File: src/rtl/center_of_mass.sv
// Per-frame centroid of thresholded pixels using two parallel 32-step restoring dividers.
// Optional CENTER_OF_MASS_MIN_PIXELS_EN suppresses updates for frames below MIN_PIXELS.
module center_of_mass #(
   parameter int unsigned H_ACTIVE   = 1280,
   parameter int unsigned V_ACTIVE   = 720,
   parameter int unsigned MIN_PIXELS = 16
) (
   input  logic        clk_in,
   input  logic        rst_n_in,
   input  logic [10:0] x_in,
   input  logic [9:0]  y_in,
   input  logic        valid_in,
   input  logic        tabulate_in,
   output logic [10:0] x_out,
   output logic [9:0]  y_out,
   output logic        valid_out,
   output logic        busy_out
);

   typedef enum logic [1:0] {
      IDLE   = 2'd0,
      DIVIDE = 2'd1,
      DONE   = 2'd2
   } state_t;

   state_t      state_r;
   state_t      next_state_s;

   logic [31:0] sum_x_r;
   logic [31:0] sum_y_r;
   logic [19:0] count_r;

   logic [31:0] quo_x_r;
   logic [31:0] quo_y_r;
   logic [19:0] rem_x_r;
   logic [19:0] rem_y_r;
   logic [19:0] div_cnt_r;
   logic [4:0]  iter_r;

   logic        pix_s;
   logic        close_s;
   logic        frame_ok_s;
   logic [31:0] sum_x_copy_s;
   logic [31:0] sum_y_copy_s;
   logic [19:0] cnt_copy_s;

   logic [10:0] x_r;
   logic [9:0]  y_r;
   logic        valid_r;
   logic        busy_r;
   logic [10:0] x_nx_s;
   logic [9:0]  y_nx_s;
   logic        valid_nx_s;
   logic        busy_nx_s;

   // One restoring step: returns {remainder, quotient/dividend shift register}.
   function automatic logic [51:0] div_step(input logic [19:0] rem,
                                            input logic [31:0] quo,
                                            input logic [19:0] dvs);
      logic [20:0] trial;
      logic [19:0] rem_n;
      logic        q_bit;
      trial = {rem, quo[31]};
      if (trial >= {1'b0, dvs}) begin
         rem_n = 20'(trial - {1'b0, dvs});
         q_bit = 1'b1;
      end else begin
         rem_n = trial[19:0];
         q_bit = 1'b0;
      end
      return {rem_n, quo[30:0], q_bit};
   endfunction

   assign pix_s   = valid_in && (x_in < 11'(H_ACTIVE)) && (y_in < 10'(V_ACTIVE));
   assign close_s = tabulate_in && (state_r == IDLE);

   // Frame totals as seen by the divider, including a pixel arriving with the strobe.
   always_comb begin
      sum_x_copy_s = sum_x_r + (pix_s ? {21'd0, x_in} : 32'd0);
      sum_y_copy_s = sum_y_r + (pix_s ? {22'd0, y_in} : 32'd0);
      cnt_copy_s   = count_r + {19'd0, pix_s};
   end

`ifdef CENTER_OF_MASS_MIN_PIXELS_EN
   assign frame_ok_s = (cnt_copy_s != 20'd0) && (cnt_copy_s >= 20'(MIN_PIXELS));
`else
   logic unused_min_pixels_s;
   assign unused_min_pixels_s = (MIN_PIXELS != 32'd0);
   assign frame_ok_s = (cnt_copy_s != 20'd0);
`endif

   // Accumulators: cleared on frame close, otherwise sum in-range pixels.
   always_ff @(posedge clk_in or negedge rst_n_in) begin
      if (!rst_n_in) begin
         sum_x_r <= 32'd0;
         sum_y_r <= 32'd0;
         count_r <= 20'd0;
      end else if (close_s) begin
         sum_x_r <= 32'd0;
         sum_y_r <= 32'd0;
         count_r <= 20'd0;
      end else if (pix_s) begin
         sum_x_r <= sum_x_r + {21'd0, x_in};
         sum_y_r <= sum_y_r + {22'd0, y_in};
         count_r <= count_r + 20'd1;
      end else begin
         sum_x_r <= sum_x_r;
         sum_y_r <= sum_y_r;
         count_r <= count_r;
      end
   end

   // Divider datapath: load on frame close, one quotient bit per cycle in DIVIDE.
   always_ff @(posedge clk_in or negedge rst_n_in) begin
      if (!rst_n_in) begin
         quo_x_r   <= 32'd0;
         quo_y_r   <= 32'd0;
         rem_x_r   <= 20'd0;
         rem_y_r   <= 20'd0;
         div_cnt_r <= 20'd0;
         iter_r    <= 5'd0;
      end else if (close_s) begin
         quo_x_r   <= sum_x_copy_s;
         quo_y_r   <= sum_y_copy_s;
         rem_x_r   <= 20'd0;
         rem_y_r   <= 20'd0;
         div_cnt_r <= cnt_copy_s;
         iter_r    <= 5'd0;
      end else if (state_r == DIVIDE) begin
         {rem_x_r, quo_x_r} <= div_step(rem_x_r, quo_x_r, div_cnt_r);
         {rem_y_r, quo_y_r} <= div_step(rem_y_r, quo_y_r, div_cnt_r);
         iter_r             <= iter_r + 5'd1;
      end else begin
         quo_x_r   <= quo_x_r;
         quo_y_r   <= quo_y_r;
         rem_x_r   <= rem_x_r;
         rem_y_r   <= rem_y_r;
         div_cnt_r <= div_cnt_r;
         iter_r    <= iter_r;
      end
   end

   // State register.
   always_ff @(posedge clk_in or negedge rst_n_in) begin
      if (!rst_n_in) begin
         state_r <= IDLE;
      end else begin
         state_r <= next_state_s;
      end
   end

   // Next-state logic.
   always_comb begin
      next_state_s = state_r;
      case (state_r)
         IDLE: begin
            if (tabulate_in && frame_ok_s) begin
               next_state_s = DIVIDE;
            end else begin
               next_state_s = IDLE;
            end
         end
         DIVIDE: begin
            if (iter_r == 5'd31) begin
               next_state_s = DONE;
            end else begin
               next_state_s = DIVIDE;
            end
         end
         DONE:    next_state_s = IDLE;
         default: next_state_s = IDLE;
      endcase
   end

   // Output decode; values are registered below so every port is a flop.
   always_comb begin
      x_nx_s     = x_r;
      y_nx_s     = y_r;
      valid_nx_s = 1'b0;
      busy_nx_s  = (next_state_s != IDLE);
      case (state_r)
         DONE: begin
            x_nx_s     = quo_x_r[10:0];
            y_nx_s     = quo_y_r[9:0];
            valid_nx_s = 1'b1;
         end
         IDLE:    valid_nx_s = 1'b0;
         DIVIDE:  valid_nx_s = 1'b0;
         default: valid_nx_s = 1'b0;
      endcase
   end

   // Output registers.
   always_ff @(posedge clk_in or negedge rst_n_in) begin
      if (!rst_n_in) begin
         x_r     <= 11'd0;
         y_r     <= 10'd0;
         valid_r <= 1'b0;
         busy_r  <= 1'b0;
      end else begin
         x_r     <= x_nx_s;
         y_r     <= y_nx_s;
         valid_r <= valid_nx_s;
         busy_r  <= busy_nx_s;
      end
   end

   assign x_out     = x_r;
   assign y_out     = y_r;
   assign valid_out = valid_r;
   assign busy_out  = busy_r;

endmodule

File: config.mk
export PLATFORM = sky130hd
export DESIGN_NAME = center_of_mass
export DESIGN_NICKNAME = d
export VERILOG_FILES = /design/src/rtl/center_of_mass.sv
export SDC_FILE = /design/constraint.sdc
export NUM_CORES = 1
export LEC_CHECK = 0
export CAP_MARGIN = 10
export CORE_MARGIN = 2
export CORE_UTILIZATION = 25
export DETAILED_ROUTE_END_ITERATION = 7
export SYNTH_ARGS = -nofsm -noshare
export SYNTH_HDL_FRONTEND = slang
export SYNTH_SLANG_ARGS = --single-unit
File: constraint.sdc
create_clock -name clk_in -period 6.5 [get_ports clk_in]
set_input_delay 0.65 -clock clk_in [delete_from_list [all_inputs] [get_ports clk_in]]
set_output_delay 0.65 -clock clk_in [all_outputs]
set_load 0.01 [all_outputs]
# == Word level (Yosys, flattened, before mapping) ==
# Index checks and enable logic that the tools add are counted.
# totals
ff_bits,238
input_bits,25
out_inout_bits,23
# classes
add_sub_neg,9
magnitude_cmp,4
eq_ne,3
muxes,26
n_reduce_logical,9
# ops
cell,n
two-way mux 32 bit,8
two-way mux 20 bit,8
adder 32 x 10 -> 32 bit,2
adder 32 x 11 -> 32 bit,2
greater-or-equal comparator 21 x 20 -> 1 bit,2
subtractor 20 bit,2
adder 20 x 1 -> 20 bit,1
"adder 20 x 1 -> 20 bit, second input constant",1
nonzero test 20 bit,1
"< comparator 11 bit, second input constant",1
two-way mux 11 bit,1
"< comparator 10 bit, second input constant",1
two-way mux 10 bit,1
two-way mux 5 bit,2
nonzero test 2 bit,3
"adder 5 x 1 -> 5 bit, second input constant",1
"equality test 5 bit, second input constant",1
logical AND 1 bit,4
two-way mux 1 bit,4
one-hot mux 2 bit (2 select lines),1
"equality test 2 x 1 -> 1 bit, second input constant",1
"equality test 2 bit, second input constant",1
logical NOT 2 bit,1
two-way mux 2 bit,1

# == Logic depth before layout (Yosys ltp) ==
# Gate-level depths: netlist of the first run.
# depth
ltp_word,9
ltp_mapped,20
depth_no_buf,17

# == Worst setup path before layout of the first run ==
# OpenSTA, ideal clock, no wires.
# synth_path
path_type,in2reg
startpoint,in y_in[4]
endpoint,reg quo_x_r[20]
setup_time_ns,0.083
arrival_ns,4.056
path_slack_ns,2.362
stages,20
n_path_buf,3
cell_sequence,o211a_1 -> o21ai_1 -> nand3_2 -> inv_1 -> clkbuf_1 -> clkbuf_1 -> and2_1 -> ha_1 -> inv_1 -> fa_1 -> nor2b_1 -> o21a_1 -> o21ai_0 -> a21oi_1 -> o41a_1 -> a41o_1 -> clkbuf_1 -> nand4_1 -> xor2_1 -> o21ai_0
# synth_via
elab_chain_len,5
# synth_rtl
element,line,source
"start, declared",11,"input logic [9:0] y_in,"
< comparator 10 bit,74,assign pix_s = valid_in && (x_in < 11'(H_ACTIVE)) && (y_in < 10'(V_ACTIVE));
logical AND 1 bit,74,
two-way mux 11 bit,79,"sum_x_copy_s = sum_x_r + (pix_s ? {21'd0, x_in} : 32'd0);"
adder 32 x 11 -> 32 bit,79,
two-way mux 32 bit,122,end else if (close_s) begin
"end signal, assigned",123,quo_x_r <= sum_x_copy_s;
"end signal, assigned",130,"{rem_x_r, quo_x_r} <= div_step(rem_x_r, quo_x_r, div_cnt_r);"
"end signal, assigned",134,quo_x_r <= quo_x_r;
"end, declared",33,logic [31:0] quo_x_r;
# No other way between the ends.
# A chain may end at the register's enable or synchronous reset.

# == Final worst setup path of the first run ==
# layout_path
startpoint,in x_in[8]
endpoint,reg quo_x_r[18]
# layout_via
elab_chain_len,6
# layout_rtl
element,line,source
"start, declared",10,"input logic [10:0] x_in,"
< comparator 11 bit,74,
logical AND 1 bit (2 in series),74,
two-way mux 11 bit (*),79,
adder 32 x 11 -> 32 bit (*),79,
two-way mux 32 bit (*),122,
# Mark *: on every way between the ends. The rest lies on a longest branch, timed or not.

==> results.md, run 1 <==
* Die Span Y at 251.4 um
* Finished Layout Cells at 2535
* Crit. End Element: flip-flop
* Top cells by area, synth: dfrtp_1 39%, ha_1 7.1%, xnor2_1 5.0%, xor2_1 4.9%, nand2_1 4.6%
* Number of synthesized flops with an enable pin at 0
* H-tree levels at 1
* Worst-path maximum fanout at 26
* Slew @ Worst Pin at 1097 ps
* Max Clock Skew at 22.53 ps
* DRT iter0 DRCs at 896
* Syn Inst Count at 1727
* Global-route wire length before repair at 66650 um
* Post-route setup TNS at 0 ps
* Critical R2R Capture: rem_x_r[2]$_DFFE_PN0P_
* Post-CTS sizing at 0
* GPL Wtd Cong at 0.8530
* Initial Utilization at 0.2531
* Placed inst area at 16520 um^2
* Register-to-Register Setup Slack at 3060 ps
* Row cnt at 90
* Count of different cell masters after synthesis at 81
* HP Class: input pin to asynchronous set/reset pin
* Total GRT Usage at 0.1276
* CP arrival at 4690 ps
* Clock transition at path regs at 60 ps
* Synth Flop Type: dfrtp_1
* Post-route cell area at 17550 um^2
* Via count at 12580
* Avg Cell Area, Syn at 8.861 um^2
* Routed wire length at 40310 um
* Later-pin clock latency in the skew report at 590 ps
* Pre-CTS setup slack at 1673 ps
* Post-CTS setup buffers at 0
* Footprint of the multi-input gates at 8751 um^2
* ANT nets after route at 0
* Final Hold Slack at 150.6 ps
* Antenna violations before repair at 1
* Fraction of registers with async set/reset at 1.000
* Placed cell count at 2482
* Final #Nets at 1849
* 1st-pass router iterations at 6
* Seq/Total Area, Yosys at 0.3892
* #FFs+latches synth at 238
* Core area at 60470 um^2
* Syn Nets at 1845
* Port Buffers at 47
* Pwr dens at 399.3 nW/um^2
* DR vias/cell at 4.961
* Ports at 48
* Overall die width at 251.4 um
* CTS tree: built
* R2R Path Start: div_cnt_r[1]$_DFFE_PN0P_
* Slew HR at 0.2667
* Clock buffers created by TritonCTS at 29
* CTS Sinks at 238
* Crit-path slowest cell: clkdlybuf4s50_1
* CTS root buffer: clkbuf_16
* Vias in the first global route at 12660
* Fin. Hold Viols at 0
* Largest net degree at the start of global routing at 113
* Run status: finished clean
* DRC at 0
* Most frequent cells in the layout: 238 x dfrtp_1, 186 x nand2_1, 147 x nor2_1
* Hold-fix buffers at CTS at 0
* Worst R2R Path Depth at 11
* Avg WL per Cell at 15.90 um
* ANT cells at 0
* Count of final setup violators at 0
* CP cell instances: clkdlybuf4s50_1 > o21ai_0 > nand3_2 > inv_1 > buf_4 > and2_1 > ha_1 > nor2b_1 > o21a_1 > o21ai_0 > a21oi_1 > o41a_1 > a41o_1 > nand2_1 > xor2_1 > a21oi_1
* Post-layout worst setup margin at 2237 ps
* Critical setup path kind: input pin to flip-flop
* GRT overflow at 0
* Synth top area share at 0.3892
* Largest area contributor in the netlist: dfrtp_1
* Cell area after synthesis at 15300 um^2
* Peak supply drop at 255.9 uV
* Period Utilization, post-route at 0.6558
* WP data required at 6930 ps
* Nature of the critical path startpoint: input pin
* Crit-path max cell delay at 510 ps
* Dpl hpwl at 27530 um
* Sequential cell area at 5956 um^2
* Leakage power at 7.472 nW
* Max Clk Rate at 0.2346 GHz
* Area Overhead vs Synth at 14.66%
* Most common cell after layout, fill and taps aside: dfrtp_1
* DIE AREA at 63210 um^2
* RSZ-0062 raised after global routing: false
* Tmin final at 4263 ps
* Slew Viols, Final at 0
* Layout cells sized above 1 at 0.06731
* Clk buf depth at 3
* Syn. warnings at 0
* Number of max-cap violations at 0
* Fillers at 6311
==> synthesized netlist by cell type (all sizes together), types with 4 or more instances <==
cell type and count:
nor3 24, or3 32, o31ai 8, a22oi 25
nand4 23, clkbuf 70, fa 6, and4 10
nand3 66, a22o 4, nor2b 11, buf 21
inv 61, o211ai 9, o311ai 9, a21boi 5
a211oi 10, ha 87, and2 30, and3 31
o41ai 6, nor4 9, nand2 186, nand2b 10
o22ai 30, o31a 5, o21ai 145, o21a 15
a21oi 117, xor2 85, or2 6, mux2 21
xnor2 87, nor2 150, a32oi 11, a31oi 5
dfrtp 238, a21o 20
==> layout make-up <==
type,count,share of cell area
Multi-Input combinational cell,1336,0.4987
Sequential cell,238,0.3394
Tap cell,782,0.05576
Clock buffer,38,0.04671
Timing Repair Buffer,64,0.03437
Inverter,62,0.01326
Clock inverter,15,0.01177
==> per-layer routing <==
layer | track usage | wire length, um | vias up | share of wire
met5 | 0 | 11 | - | 0.00027
met4 | 0.04303 | 1328 | 2 | 0.033
met3 | 0.02239 | 1555 | 76 | 0.039
met2 | 0.2129 | 18560 | 215 | 0.46
met1 | 0.1668 | 18860 | 6140 | 0.47
li1 | - | - | 6142 | -
==> cell families after synthesis <==
kind of cell	count (synthesis)	synth area share
AO/OA/AOI/OAI	450	0.1886
XOR/XNOR	172	0.09844
adder cells (fa/ha/maj)	93	0.07898
buffers and inverters	153	0.04121
flip-flops	238	0.3892
multiplexers	24	0.01742
AND/OR/NAND/NOR	597	0.1862
==> state kept, by name, indices dropped and copies added, names as in the netlist <==
| register | count |
|---|---|
| busy_out | 1 |
| count_r | 20 |
| div_cnt_r | 20 |
| iter_r | 5 |
| quo_x_r | 32 |
| quo_y_r | 32 |
| rem_x_r | 20 |
| rem_y_r | 20 |
| state_r | 2 |
| sum_x_r | 32 |
| sum_y_r | 32 |
| valid_out | 1 |
| x_out | 11 |
| y_out | 10 |
==> worst max path at each step <==
stage,startpoint,end,slack [ps],cells after the start
after floorplan,y_in[4],quo_x_r[20]$_DFFE_PN0P_,2360,20
after global placement,x_in[8],quo_y_r[16]$_DFFE_PN0P_,1800,16
after detailed placement,x_in[8],quo_y_r[16]$_DFFE_PN0P_,1670,16
after CTS,x_in[8],quo_y_r[16]$_DFFE_PN0P_,2270,16
after global routing,x_in[8],quo_y_r[16]$_DFFE_PN0P_,1930,16
final,x_in[8],quo_x_r[18]$_DFFE_PN0P_,2240,16
==> stage by stage <==
step / total power, mW / utilization
2_1_floorplan: 4.534 / -
3_3_place_gp: 5.189 / 0.2732
3_5_place_dp: 5.260 / 0.2732
4_1_cts: 7.050 / 0.2902
5_1_grt: 7.542 / 0.2902
6_report: 7.007 / 0.2902
==> power breakdown <==
part / leakage, nW / switching [mW] / internal (mW) / total (mW)
clock: 0.491 / 0.702 / 1.05 / 1.75
combinational: 3.82 / 1.81 / 1.28 / 3.08
sequential: 3.16 / 0.326 / 1.85 / 2.17
total: 7.47 / 2.84 / 4.17 / 7.01
==> critical path, delay by kind of cell <==
kind / cells / cell delay [ps]
XOR/XNOR: 1 / 170
AO/OA/AOI/OAI: 7 / 1960
buffers and inverters: 3 / 980
AND/OR/NAND/NOR: 4 / 640
adder cells (fa/ha/maj): 1 / 260
Power figures use the tool's default switching activity.
==> inputs of run 2 (changes only) <==
==> constraint.sdc (replaced) <==
create_clock -name clk_in -period 3.7 [get_ports clk_in]
set_input_delay 0.37 -clock clk_in [delete_from_list [all_inputs] [get_ports clk_in]]
set_output_delay 0.37 -clock clk_in [all_outputs]
set_load 0.01 [all_outputs]
==> run 2 against run 1 <==
  * Clock skew fell by 11 ps
  * Via count is 1.8% higher
  * Sequential share of layout area shrank 1.5 points
  * Sequential power increased by 76%
  * Clock power grew 78%
  * Design area up 4.5%
  * Combinational power up 87%
  * Non-clock buffer count up 95
  * Critical endpoint is now quo_x_r[30]$_DFFE_PN0P_
  * Largest cell class unchanged
  * Largest power group unchanged
==> results.md, run 2 (synthesis results as in run 1) <==
* Row cnt at 90 (unchanged)
* Slew HR at 0.4758 (+0.2091)
* Slew Viols, Final at 0 (unchanged)
* Initial Utilization at 0.2531 (unchanged)
* Core area at 60470 um^2 (unchanged)
* Fillers at 6234 (-1.2%)
* Most frequent cells in the layout: 238 x dfrtp_1, 186 x nand2_1, 146 x nor2_1
* WP data required at 4110 ps (-2820 ps)
* Clk buf depth at 3 (unchanged)
* Dpl hpwl at 29240 um (+6.2%)
* M1 GR Usage at 0.1788 (+0.01199)
* DRT iter0 DRCs at 845 (-5.7%)
* Worst-path maximum fanout at 13 (-50%)
* Layout cells sized above 1 at 0.1142 (+0.04693)
* GR Util met3 at 0.01558 (-0.006809)
* GRT overflow at 0 (unchanged)
* Max Clock Skew at 12.00 ps (-10.53 ps)
* Period Utilization, post-route at 0.9222
* Tmin final at 3412 ps
* HP Class: input pin to asynchronous set/reset pin
* Peak supply drop at 343.1 uV (+34%)
* Critical setup path kind: input pin to flip-flop
* Max Clk Rate at 0.2931 GHz
* Largest net degree at the start of global routing at 124 (+9.7%)
* Avg WL per Cell at 15.70 um (-1.2%)
* Port Buffers at 47 (unchanged)
* CTS tree: built
* Die Span Y at 251.4 um (unchanged)
* CP arrival at 3820 ps (-870 ps)
* Leakage power at 7.978 nW (+6.8%)
* Sequential cell area at 5956 um^2 (unchanged)
* Run status: finished clean
* CTS root buffer: clkbuf_16
* Clock transition at path regs at 60 ps (about the same)
* Pre-CTS setup slack at -243.2 ps (-1916 ps)
* Post-layout worst setup margin at 287.9 ps (-1949 ps)
* Crit. End Element: flip-flop
* Slew @ Worst Pin at 786.3 ps (-311.1 ps)
* Final #Nets at 1944 (+5.1%)
* Footprint of the multi-input gates at 8748 um^2 (about the same)
* Ports at 48 (unchanged)
* ANT nets after route at 0 (unchanged)
* 1st-pass router iterations at 5 (-1)
* Antenna violations before repair at 0 (-1)
* GPL Wtd Cong at 0.8840 (+3.6%)
* Count of final setup violators at 0 (unchanged)
* Placed inst area at 17290 um^2 (+4.6%)
* Busiest grt layer: met2
* Most common cell after layout, fill and taps aside: dfrtp_1
* Number of max-cap violations at 0 (unchanged)
* DIE AREA at 63210 um^2 (unchanged)
* RSZ-0062 raised after global routing: false
* ANT cells at 0 (unchanged)
* Routed wire length at 41280 um (+2.4%)
* Vias in the first global route at 12750 (+0.74%)
* Nature of the critical path startpoint: input pin
* Post-route cell area at 18330 um^2 (+4.5%)
* Via count at 12800 (+1.8%)
* Power, Total at 12.71 mW (+81%)
* Overall die width at 251.4 um (unchanged)
* Clock buffers created by TritonCTS at 29 (unchanged)
* Pwr dens at 693.2 nW/um^2 (+74%)
* Total GRT Usage at 0.1311 (+0.003470)
* H-tree levels at 1 (unchanged)
* Fin. Hold Viols at 0 (unchanged)
* Later-pin clock latency in the skew report at 560 ps (-30 ps)
* Area Overhead vs Synth at 19.78%
* M2 GR Usage at 0.2193 (+0.006411)
* Global-route wire length before repair at 68190 um (+2.3%)
* DRC at 0 (unchanged)
* CTS Sinks at 238 (unchanged)
* DR vias/cell at 4.868 (-1.9%)
## run 2: cell count changes in the layout (fill, tap and decap cells not counted), sizes merged
cell,before,now
clkbuf,38,37
dlygate4sd3,0,1
clkinv,6,7
buf,18,112
clkinvlp,5,2
bufinv,4,6
## run 2: area by class of cell
type,instances,share of cell area
Tap cell,782,0.05338
Multi-Input combinational cell,1336,0.4773
Clock inverter,15,0.01297
Sequential cell,238,0.3249
Timing Repair Buffer,159,0.07536
Clock buffer,37,0.04341
Inverter,62,0.01270
## run 2: what timing repair did
item / 4_1_cts / 5_1_grt
setup buffers: 0 / 0
resized for setup: 0 / 0
endpoints found under the hold margin: 90 / 0
hold buffers: 1 / 0
setup endpoints to repair: 0 / 0
## run 2: worst max-delay path, cell delays in order
cell             delay (ps)
clkdlybuf4s50_1         430
o211a_1                 230
o21ai_1                 160
nand3_2                 100
inv_1                    90
buf_4                   190
and2_1                  150
ha_1                    240
nor2b_1                 140
o21a_1                  180
o21ai_0                 240
a21oi_1                 140
o41a_1                  350
a41o_1                  410
nand4_1                 180
xor2_1                  150
a21oi_1                  80
## run 2: final timing paths
kind	start	endpoint	slack, ps	cells past startpoint
max	y_in[4]	quo_x_r[30]$_DFFE_PN0P_	290	17
min	rst_n_in	rem_y_r[10]$_DFFE_PN0P_	450	2
max reg2reg	div_cnt_r[1]$_DFFE_PN0P_	rem_x_r[19]$_DFFE_PN0P_	420	10
min reg2reg	quo_y_r[29]$_DFFE_PN0P_	quo_y_r[29]$_DFFE_PN0P_	480	2
max in group asynchronous	rst_n_in	quo_x_r[28]$_DFFE_PN0P_	2460	3
min in group clk_in	quo_y_r[29]$_DFFE_PN0P_	quo_y_r[29]$_DFFE_PN0P_	480	2
## run 2: metal layers
metal / vias up / routed length [um]
li1: 6332 / -
met2: 227 / 19250
met3: 57 / 1564
met1: 6181 / 19470
met4: 0 / 999
met5: - / 0
## run 2: metrics by stage
step	std cells	utilization	hold slack (ps)	TNS [ps]
after floorplan	1727	-	74.41	0
after global placement	2576	0.2859	455.8	-5236
after detailed placement	2576	0.2859	462.0	-6838
after CTS	2629	0.3031	475.8	0
after global routing	2629	0.3031	505.6	0
final	2629	0.3031	454.4	0
## run 2: power by group
| group | switching [mW] | internal, mW | total (mW) |
|---|---|---|---|
| logic | 3.28 | 2.49 | 5.77 |
| registers | 0.583 | 3.24 | 3.83 |
| clock network | 1.18 | 1.93 | 3.11 |
